--- config.mk ---
export PLATFORM = sky130hd
export DESIGN_NAME = parallel_block_accumulator_flat
export DESIGN_NICKNAME = d
export VERILOG_FILES = /design/src/rtl/parallel_block_accumulator_pkg.sv /design/src/rtl/parallel_block_accumulator_if.sv /design/src/rtl/parallel_block_accumulator_lane_adder_tree.sv /design/src/rtl/parallel_block_accumulator.sv /design/src/flat_wrapper.sv
export SDC_FILE = /design/constraint.sdc
export NUM_CORES = 1
export LEC_CHECK = 0
export CAP_MARGIN = 20
export CORE_UTILIZATION = 56
export DETAILED_ROUTE_END_ITERATION = 8
export PLACE_DENSITY = 0.87
export SLEW_MARGIN = 20
export SYNTH_ARGS = -nofsm -noshare
export SYNTH_HDL_FRONTEND = slang
export SYNTH_SLANG_ARGS = --single-unit
--- constraint.sdc ---
create_clock -name clk -period 5.1 [get_ports clk]
set_clock_uncertainty 0.05 [all_clocks]
set_input_delay 1.02 -clock clk [delete_from_list [all_inputs] [get_ports clk]]
set_output_delay 1.02 -clock clk [all_outputs]
set_load 0.01 [all_outputs]
--- src/rtl/parallel_block_accumulator_pkg.sv ---
// Shared defaults and width helpers for the multi-lane block accumulator.
package accum_pkg;

  localparam int DEF_DATA_W    = 16;
  localparam int DEF_LANES     = 4;
  localparam int DEF_BLOCK_LEN = 1024;
  localparam int DEF_ACC_W     = 32;

  function automatic int lane_sum_w(input int data_w, input int lanes);
    return data_w + $clog2(lanes);
  endfunction

  function automatic int beats_calc(input int block_len, input int lanes);
    return block_len / lanes;
  endfunction

endpackage

--- src/rtl/parallel_block_accumulator_if.sv ---
// Streaming input beat and block-result handshakes of the block accumulator.
interface parallel_block_accumulator_if
  import accum_pkg::*;
#(
  parameter int DATA_W = DEF_DATA_W,
  parameter int LANES  = DEF_LANES,
  parameter int ACC_W  = DEF_ACC_W
);
  logic                      in_valid;
  logic                      in_ready;
  logic [LANES*DATA_W-1:0]   in_data;
  logic                      out_valid;
  logic                      out_ready;
  logic [ACC_W-1:0]          out_sum;
  logic                      out_ovf;

  modport master (
    output in_valid, in_data, out_ready,
    input  in_ready, out_valid, out_sum, out_ovf
  );

  modport slave (
    input  in_valid, in_data, out_ready,
    output in_ready, out_valid, out_sum, out_ovf
  );
endinterface

--- src/rtl/parallel_block_accumulator_lane_adder_tree.sv ---
// Stage 1: sums all lanes of an accepted beat into one registered lane sum,
// carrying the valid and last-beat tags alongside.
module lane_adder_tree
  import accum_pkg::*;
#(
  parameter int DATA_W = DEF_DATA_W,
  parameter int LANES  = DEF_LANES,
  localparam int SUM_W = lane_sum_w(DATA_W, LANES)
) (
  input  logic                    clk,
  input  logic                    reset,
  input  logic                    i_clear,
  input  logic                    i_en,
  input  logic                    i_valid,
  input  logic                    i_last,
  input  logic [LANES*DATA_W-1:0] i_data,
  output logic                    o_valid,
  output logic                    o_last,
  output logic [SUM_W-1:0]        o_sum
);

  logic [DATA_W-1:0] w_lane [LANES];
  logic [SUM_W-1:0]  w_sum;

  // Lanes are masked by valid so undriven data on idle cycles never reaches the sum.
  generate
    for (genvar gi = 0; gi < LANES; gi++) begin : g_lane
      assign w_lane[gi] = i_valid ? i_data[gi*DATA_W +: DATA_W] : '0;
    end
  endgenerate

  always_comb begin
    w_sum = '0;
    for (int k = 0; k < LANES; k++) begin
      w_sum = w_sum + SUM_W'(w_lane[k]);
    end
  end

  always_ff @(posedge clk or negedge reset) begin
    if (!reset) begin
      o_valid <= 1'b0;
      o_last  <= 1'b0;
      o_sum   <= '0;
    end else if (i_clear) begin
      o_valid <= 1'b0;
      o_last  <= 1'b0;
    end else if (i_en) begin
      o_valid <= i_valid;
      o_last  <= i_valid && i_last;
      o_sum   <= w_sum;
    end
  end

endmodule

--- src/rtl/parallel_block_accumulator.sv ---
// Multi-lane streaming block accumulator: lane adder stage, block accumulator
// stage with wrap/saturate overflow handling, and a held output register.
module parallel_block_accumulator
  import accum_pkg::*;
#(
  parameter int DATA_W    = DEF_DATA_W,
  parameter int LANES     = DEF_LANES,
  parameter int BLOCK_LEN = DEF_BLOCK_LEN,
  parameter int ACC_W     = DEF_ACC_W,
  parameter int SATURATE  = 0
) (
  input  logic                          clk,
  input  logic                          reset,
  input  logic                          clear,
  parallel_block_accumulator_if.slave   bus
);

  localparam int BEATS = beats_calc(BLOCK_LEN, LANES);
  localparam int SUM_W = lane_sum_w(DATA_W, LANES);
  localparam int CNT_W = $clog2(BEATS);
  localparam int EXT_W = ((SUM_W > ACC_W) ? SUM_W : ACC_W) + 1;
  localparam logic [CNT_W-1:0] LAST_BEAT = CNT_W'(BEATS - 1);

  generate
    if (BLOCK_LEN % LANES != 0) begin : g_chk_len
      $error("BLOCK_LEN must be a multiple of LANES");
    end
    if (BEATS < 2) begin : g_chk_beats
      $error("BLOCK_LEN/LANES must be at least 2");
    end
    if (LANES < 1 || (LANES & (LANES - 1)) != 0) begin : g_chk_lanes
      $error("LANES must be a power of 2");
    end
  endgenerate

  logic             w_en;
  logic             w_accept;
  logic             w_beat_last;
  logic [CNT_W-1:0] r_beat_cnt;

  logic             w_s1_valid;
  logic             w_s1_last;
  logic [SUM_W-1:0] w_s1_sum;

  logic [ACC_W-1:0] r_acc;
  logic             r_ovf;
  logic             r_s2_last;
  logic [ACC_W-1:0] w_acc_base;
  logic             w_ovf_base;
  logic [EXT_W-1:0] w_acc_sum;
  logic             w_ovf_next;
  logic [ACC_W-1:0] w_acc_next;
  logic             w_load;

  logic             r_out_valid;
  logic [ACC_W-1:0] r_out_sum;
  logic             r_out_ovf;

  // The whole pipeline freezes only while a finished result waits on the consumer.
  assign w_en        = !(r_out_valid && !bus.out_ready);
  assign w_accept    = bus.in_valid && w_en && !clear;
  assign w_beat_last = (r_beat_cnt == LAST_BEAT);

  always_ff @(posedge clk or negedge reset) begin
    if (!reset) begin
      r_beat_cnt <= '0;
    end else if (clear) begin
      r_beat_cnt <= '0;
    end else if (w_accept) begin
      r_beat_cnt <= w_beat_last ? '0 : r_beat_cnt + 1'b1;
    end
  end

  lane_adder_tree #(
    .DATA_W (DATA_W),
    .LANES  (LANES)
  ) u_lane_adder_tree (
    .clk     (clk),
    .reset   (reset),
    .i_clear (clear),
    .i_en    (w_en),
    .i_valid (w_accept),
    .i_last  (w_beat_last),
    .i_data  (bus.in_data),
    .o_valid (w_s1_valid),
    .o_last  (w_s1_last),
    .o_sum   (w_s1_sum)
  );

  // A completed block in stage 2 restarts the accumulation from zero.
  assign w_acc_base = r_s2_last ? '0 : r_acc;
  assign w_ovf_base = r_s2_last ? 1'b0 : r_ovf;
  assign w_acc_sum  = EXT_W'(w_acc_base) + EXT_W'(w_s1_sum);
  assign w_ovf_next = w_ovf_base || (|w_acc_sum[EXT_W-1:ACC_W]);
  assign w_acc_next = ((SATURATE != 0) && w_ovf_next) ? '1 : w_acc_sum[ACC_W-1:0];

  always_ff @(posedge clk or negedge reset) begin
    if (!reset) begin
      r_acc     <= '0;
      r_ovf     <= 1'b0;
      r_s2_last <= 1'b0;
    end else if (clear) begin
      r_acc     <= '0;
      r_ovf     <= 1'b0;
      r_s2_last <= 1'b0;
    end else if (w_en) begin
      r_s2_last <= w_s1_valid && w_s1_last;
      if (w_s1_valid) begin
        r_acc <= w_acc_next;
        r_ovf <= w_ovf_next;
      end else if (r_s2_last) begin
        r_acc <= '0;
        r_ovf <= 1'b0;
      end
    end
  end

  assign w_load = w_en && r_s2_last && !clear;

  always_ff @(posedge clk or negedge reset) begin
    if (!reset) begin
      r_out_valid <= 1'b0;
      r_out_sum   <= '0;
      r_out_ovf   <= 1'b0;
    end else if (w_load) begin
      r_out_valid <= 1'b1;
      r_out_sum   <= r_acc;
      r_out_ovf   <= r_ovf;
    end else if (r_out_valid && bus.out_ready) begin
      r_out_valid <= 1'b0;
    end
  end

  assign bus.in_ready  = w_en;
  assign bus.out_valid = r_out_valid;
  assign bus.out_sum   = r_out_sum;
  assign bus.out_ovf   = r_out_ovf;

endmodule

--- src/flat_wrapper.sv ---
// flat-port wrapper written by rule: the top's interface ports become plain ports
module parallel_block_accumulator_flat import accum_pkg::*;
#(
  parameter int DATA_W    = DEF_DATA_W,
  parameter int LANES     = DEF_LANES,
  parameter int BLOCK_LEN = DEF_BLOCK_LEN,
  parameter int ACC_W     = DEF_ACC_W,
  parameter int SATURATE  = 0
)
  (clk, reset, clear, bus_in_valid, bus_in_data, bus_out_ready, bus_in_ready, bus_out_valid, bus_out_sum, bus_out_ovf);
  parallel_block_accumulator_if #(.DATA_W(DATA_W), .LANES(LANES), .ACC_W(ACC_W)) bus_i ();
  input  logic clk;
  input  logic reset;
  input  logic clear;
  input wire logic [$bits(bus_i.in_valid)-1:0] bus_in_valid;
  input wire logic [$bits(bus_i.in_data)-1:0] bus_in_data;
  input wire logic [$bits(bus_i.out_ready)-1:0] bus_out_ready;
  output wire logic [$bits(bus_i.in_ready)-1:0] bus_in_ready;
  output wire logic [$bits(bus_i.out_valid)-1:0] bus_out_valid;
  output wire logic [$bits(bus_i.out_sum)-1:0] bus_out_sum;
  output wire logic [$bits(bus_i.out_ovf)-1:0] bus_out_ovf;
  assign bus_i.in_valid = bus_in_valid;
  assign bus_i.in_data = bus_in_data;
  assign bus_i.out_ready = bus_out_ready;
  assign bus_in_ready = bus_i.in_ready;
  assign bus_out_valid = bus_i.out_valid;
  assign bus_out_sum = bus_i.out_sum;
  assign bus_out_ovf = bus_i.out_ovf;
  parallel_block_accumulator #(.DATA_W(DATA_W), .LANES(LANES), .BLOCK_LEN(BLOCK_LEN), .ACC_W(ACC_W), .SATURATE(SATURATE)) u_core (.clk(clk), .reset(reset), .clear(clear), .bus(bus_i));
endmodule
==> metrics.txt, run 1 <==
H-Tree Depth 3; Reg clk slew, reported paths 0.07 ns; final net count 995; VDD IR max about 210 uV; nature of the critical path endpoint flip-flop; pre-CTS setup slack -0.263 ns; initial antenna violation count 0; placed insts 1,014; Die X 114 um; Antenna Cells 0; CP Max Fanout 24; GRT Total Usage 26.4%; drt first-iter violations 381; outcome finished clean; Die ar. 12,900 um^2; post-cts repair resize count 0; Hold Buf Count CTS 0; Synth Instances 753; flip-flop and latch area between 2000 and 2500 um^2; yosys warns 0; Most used DFF post-synth dfrtp_1; PortBufs 103; crit path launch type primary input; Slew @ Worst Pin 1.04 ns; cts bufs inserted 9; vias in the first global route roughly 5,900; Filler cells about 850; pwr/cell area around 240 nW/um^2; Yosys reg bits 96; Max Cap Violations 0; CP Data Required Time 5.25 ns; Pre-Repair DR Iteration Count 5; layout cells sized above 1 7.77%; RSZ-0062 raised after global routing false; Routed WL 16,100 um; Distinct cells, synth a little under 60; setup bufs post-CTS 0; Final WS setup 0.250 ns; global-route wire length before repair 27,200 um; Antenna Violating Nets Remaining 0; aggregate global routing overflow 0; Mean Syn Cell Area 9.25 um^2; Wirelength per Cell 15.7 um; Worst R2R Setup Slack around 0.99 ns; Die H 114 um; final hold viol count 0; Synth Cell Area roughly 7000 um^2; pin count of the biggest net entering global routing 50; Pleak between 4 and 5 nW; asr flop ratio synth 100%; TritonCTS clock tree yes; row count 40; core box area 12,100 um^2; worst slew margin relative to its limit 30.8%; io pins 104; Slew Viols, Final 0; Critical path origin bus_out_ready; vias 5,907; clock sinks 96; post-synthesis sequential area ratio 34.5%; syn_nets 891; Post-synth EDFFs 0; Hold Startpoint u_core.bus.out_sum[4]$_DFFE_PN0P_; hold slack 0.437 ns; Initial Util 57.8%; area of the multi-input gates about 4200 um^2; Area Growth Syn to Fin 23.9%; detail-routed via count per cell 5.73; most frequent cells in the layout 102 x clkdlybuf4s50_1, 96 x dfrtp_1, 81 x nand2_1; minimum clock period after layout 4.85 ns; Post-Layout Cell Count about 1,000; worst reg2reg startpoint u_core.bus.out_valid$_DFFE_PN0P_; routability cong. 0.911; Design Power a little over 2 mW; final setup violation count 0; dpl hpwl ~12,000 um; critical path class primary input to flip-flop; clk root buf clkbuf_16; final period utilization 95.1%; Skew-Pair Late Insertion Delay around 0.35 ns; drc violations 0; Crit path arrival time 5.00 ns; Max clock buf depth 2; FMAX 206 MHz; min-delay worst type flip-flop to flip-flop; most common cell after layout, fill and taps aside clkdlybuf4s50_1
## critical path, stage by stage
cell	delay, ns
clkdlybuf4s50_1	0.46
nor2b_4	0.17
nor2_4	0.08
buf_12	0.15
and3_1	0.20
fa_1	0.54
inv_1	0.06
fa_1	0.52
inv_1	0.07
ha_1	0.31
a211oi_1	0.24
o31ai_1	0.15
o311ai_2	0.31
a2bb2oi_2	0.17
a21oi_1	0.09
a31oi_1	0.21
xor2_1	0.17
o21ai_1	0.07
## layout make-up
class | instances | area share [%]
Clock buffer | 10 | 2.77
Clock inverter | 6 | 0.826
Inverter | 62 | 2.70
Multi-Input combinational cell | 562 | 49.2
Sequential cell | 96 | 27.8
Tap cell | 168 | 2.44
Timing Repair Buffer | 126 | 14.2
## path summary, 6_finish.rpt
path,end,depth (start not counted)
worst min register to register,u_core.bus.out_sum[4]$_DFFE_PN0P_,1
worst max-delay path,u_core.u_lane_adder_tree.o_sum[16]$_DFFE_PN0P_,18
max in group asynchronous,u_core.r_acc[3]$_DFFE_PN0P_,2
worst min-delay path,u_core.bus.out_sum[4]$_DFFE_PN0P_,1
worst max register to register,u_core.u_lane_adder_tree.o_sum[16]$_DFFE_PN0P_,17
min in group asynchronous,u_core.bus.out_sum[26]$_DFFE_PN0P_,1
## cell families after synthesis
family                     after synthesis  share of synthesized area, %
and+or+nand+nor                        266                          19.2
AOI/OAI and AO/OA                      157                          15.2
DFF                                     96                          34.5
buffers and inverters                   95                          5.14
adders and majority gates               69                          15.9
muxes                                   38                          6.03
xor gates and xnor gates                32                          4.02
## stage by stage
stage	setup TNS, ns	instance area [um^2]	utilization [%]
2_1_floorplan	0	6970	-
3_3_place_gp	-0.198	8280	68.7
3_5_place_dp	-0.911	8280	68.7
4_1_cts	0	8590	71.2
5_1_grt	0	8630	71.6
6_report	0	8630	71.6
## Yosys cell counts, drive strengths merged, types with 27 or more instances
library cell | n | area share [%]
mux2 | 32 | 5.2
nand2 | 81 | 4.4
clkbuf | 32 | 1.7
nor2b | 27 | 2.4
a21oi | 39 | 2.9
ha | 36 | 6.5
o21ai | 42 | 3.1
and3 | 51 | 4.6
nor2 | 49 | 2.6
fa | 33 | 9.5
inv | 61 | 3.3
dfrtp | 96 | 34
## power by group
| group | leakage, nW | switching (mW) | internal (mW) | total (mW) |
|---|---|---|---|---|
| registers | 1.31 | 0.0407 | 0.805 | 0.846 |
| clock network | 0.146 | 0.298 | 0.398 | 0.697 |
| logic | 2.86 | 0.290 | 0.247 | 0.537 |
| total | 4.31 | 0.629 | 1.45 | 2.08 |
## state kept, by name, summed over array words and instances, names as in the netlist
| name | flops |
|---|---|
| u_core.bus.out_valid | 1 |
| u_core.bus.out_ovf | 1 |
| u_core.bus.out_sum | 32 |
| u_core.r_beat_cnt | 8 |
| u_core.u_lane_adder_tree.o_valid | 1 |
| u_core.r_acc | 32 |
| u_core.r_ovf | 1 |
| u_core.u_lane_adder_tree.o_sum | 18 |
| u_core.u_lane_adder_tree.o_last | 1 |
| u_core.r_s2_last | 1 |
## metal layers
layer | global-route usage, % | up-vias | part of all wire, %
met3 | 4.73 | 56 | 5.9
li1 | - | 2818 | -
met4 | 11.9 | 0 | 3.2
met1 | 32.5 | 2818 | 41
met5 | 0 | - | 0
met2 | 45.5 | 215 | 49
Note: power is estimated with default switching activity, not from simulation.
==> run 2, diff against run 1 <==
- CTS_CLUSTER_SIZE: unset -> 28
==> results of run 2 <==
The final DEF is identical to that of run 1; final timing and power are the same.
==> edit, RTL diff (settings of run 2) <==
Change the package constant `DEF_ACC_W` from 32 to 36.
--- a/src/rtl/parallel_block_accumulator_pkg.sv
+++ b/src/rtl/parallel_block_accumulator_pkg.sv
@@ -5,5 +5,5 @@
   localparam int DEF_LANES     = 4;
   localparam int DEF_BLOCK_LEN = 1024;
-  localparam int DEF_ACC_W     = 32;
+  localparam int DEF_ACC_W     = 36;
 
   function automatic int lane_sum_w(input int data_w, input int lanes);
Interface: changed (resized bus_out_sum); port bits go from 104 to 108. The function was not compared with the original's and may differ.
==> edit against run 2 <==
Sequential cell count increased by 8. Fmax increased by 0.96%. Global-route usage decreased by 1.2 points. Setup slack improved by 0.046 ns. Non-clock buffer count increased by 22. Sequential power increased by 7.1%. Final cell count increased by 9.0%. Area after synthesis increased by 7.8%. Sequential share of layout area increased by 0.14 points. Design area increased by 7.8%. Power increased by 6.0%. Wire length increased by 5.0%. Critical path type unchanged. Critical endpoint is now u_core.u_lane_adder_tree.o_sum[15].
==> edit: results (changes against run 2) <==
| Metric | Value |
|---|---|
| Outcome | finished, final reports clean |
| All-Layer GR Usage | 25.2% (-1.2 points) |
| Setup WS pre-CTS | -0.162 ns (+0.102 ns) |
| Hold Crit Class | flop to flop |
| Global-route wire length before repair | 28.7 mm (+5.5%) |
| Clock buffer depth | 2 (unchanged) |
| Slowest cell on the critical path | clkdlybuf4s50_1 |
| Reported leakage power | 4.49 nW (+4.0%) |
| Area contributors post-synth | dfrtp_1 35%, fa_1 8.8%, ha_1 6.0% |
| Largest net degree at the start of global routing | 69 (+38%) |
| Critical path arrival | 4.95 ns (-0.05 ns) |
| Hpwl dp | 12.8 mm (+3.6%) |
| WL/cell | 15.1 um (-3.7%) |
| CP max stage delay | 0.64 ns (+0.10 ns) |
| Share of layout cells above drive strength 1 | 11.4% (+3.6 points) |
| NetSw | 0.000650 W (+3.3%) |
| Final Wtd Congestion | 0.907 (-0.38%) |
| Via count | 6460 (+9.4%) |
| Layout Nets | 1084 (+8.9%) |
| CP max FO | 9 (-63%) |
| I/O Buffers | 107 (+3.9%) |
| Synth Instances | 828 (+10%) |
| Vias/cell | 5.75 (+0.31%) |
| Vias in the first global route | 6308 (+6.4%) |
| Slew @ Worst Pin | 0.912 ns (-0.126 ns) |
| Starting DRT DRC Count | 457 (+20%) |
[edit: changes by cell type in the layout (fill, tap and decap cells not counted), moves of 8 or more]
cell / run 2 / this run
nand2_1: 81 / 115
or4_1: 0 / 8
mux2_1: 21 / 0
nand3_1: 16 / 25
buf_4: 22 / 41
nor2_1: 48 / 38
dfrtp_1: 96 / 104
o21ai_1: 27 / 1
inv_1: 60 / 69
o21ai_0: 13 / 42
mux2_2: 11 / 36
[edit: metal layers]
layer  wire length (um)  GRT usage [%]  part of all wire [%]  vias up
li1                   -              -                     -     3136
met1               7440           32.4                    44     3078
met2               8200           43.2                    48      218
met3                966           3.78                   5.7       28
met4                331           9.13                   2.0        0
met5                  0              0                     0        -
[edit: critical path: cells and delay by family]
| family | cells | cell delay [ns] |
|---|---|---|
| AOI/OAI and AO/OA | 6 | 1.16 |
| adders and majority gates | 3 | 1.37 |
| xor gates and xnor gates | 1 | 0.16 |
| and+or+nand+nor | 2 | 0.32 |
| buffers and inverters | 4 | 0.91 |
[edit: final cells by class]
class	instances	area [um^2]
multi-input cells	613	4510
fillers	896	3520
flip-flops and latches	104	2600
repair buffers	148	1390
inverters	70	263
clock buffers	9	225
well taps	172	215
clock inverters	7	101
[edit: cells by family (layout without fill, tap and decap cells)]
family / count (synthesis) / after routing / synth area share (%)
AOI/OAI and AO/OA: 172 / 172 / 15.8
and+or+nand+nor: 308 / 308 / 20.4
DFF: 104 / 104 / 34.6
buffers and inverters: 111 / 234 / 5.70
muxes: 36 / 36 / 5.40
xor gates and xnor gates: 28 / 28 / 3.26
adders and majority gates: 69 / 69 / 14.8
[edit: power groups by stage]
| stage | sequential, W | clock, W | combinational, W |
|---|---|---|---|
| after detailed placement | 0.000921 | 0 | 0.000535 |
| final | 0.000906 | 0.000758 | 0.000542 |
| after global routing | 0.000912 | 0.000797 | 0.000612 |
| after CTS | 0.000905 | 0.000767 | 0.000540 |
| after global placement | 0.000919 | 0 | 0.000518 |
| after floorplan | 0.000905 | 0 | 0.000358 |
[edit: through the flow]
step	util (%)	TNS, ns	area, um^2
final	72.5	0	9300
after global routing	72.5	0	9300
after CTS	72.4	0	9280
after detailed placement	69.8	-0.498	8960
after global placement	69.8	-0.108	8960
after floorplan	-	0	7510
[edit: final timing paths]
path,start,to,slack [ns],cells after the start
worst min-delay path,u_core.bus.out_sum[27],u_core.bus.out_sum[27],0.43,2
worst max-delay path,clear,u_core.u_lane_adder_tree.o_sum[15],0.30,16
max in group asynchronous,reset,u_core.u_lane_adder_tree.o_sum[17],3.33,2
min in group asynchronous,reset,u_core.bus.out_valid,0.71,1
worst min register to register,u_core.bus.out_sum[27],u_core.bus.out_sum[27],0.43,2
worst max register to register,u_core.bus.out_valid,u_core.u_lane_adder_tree.o_sum[15],1.06,16
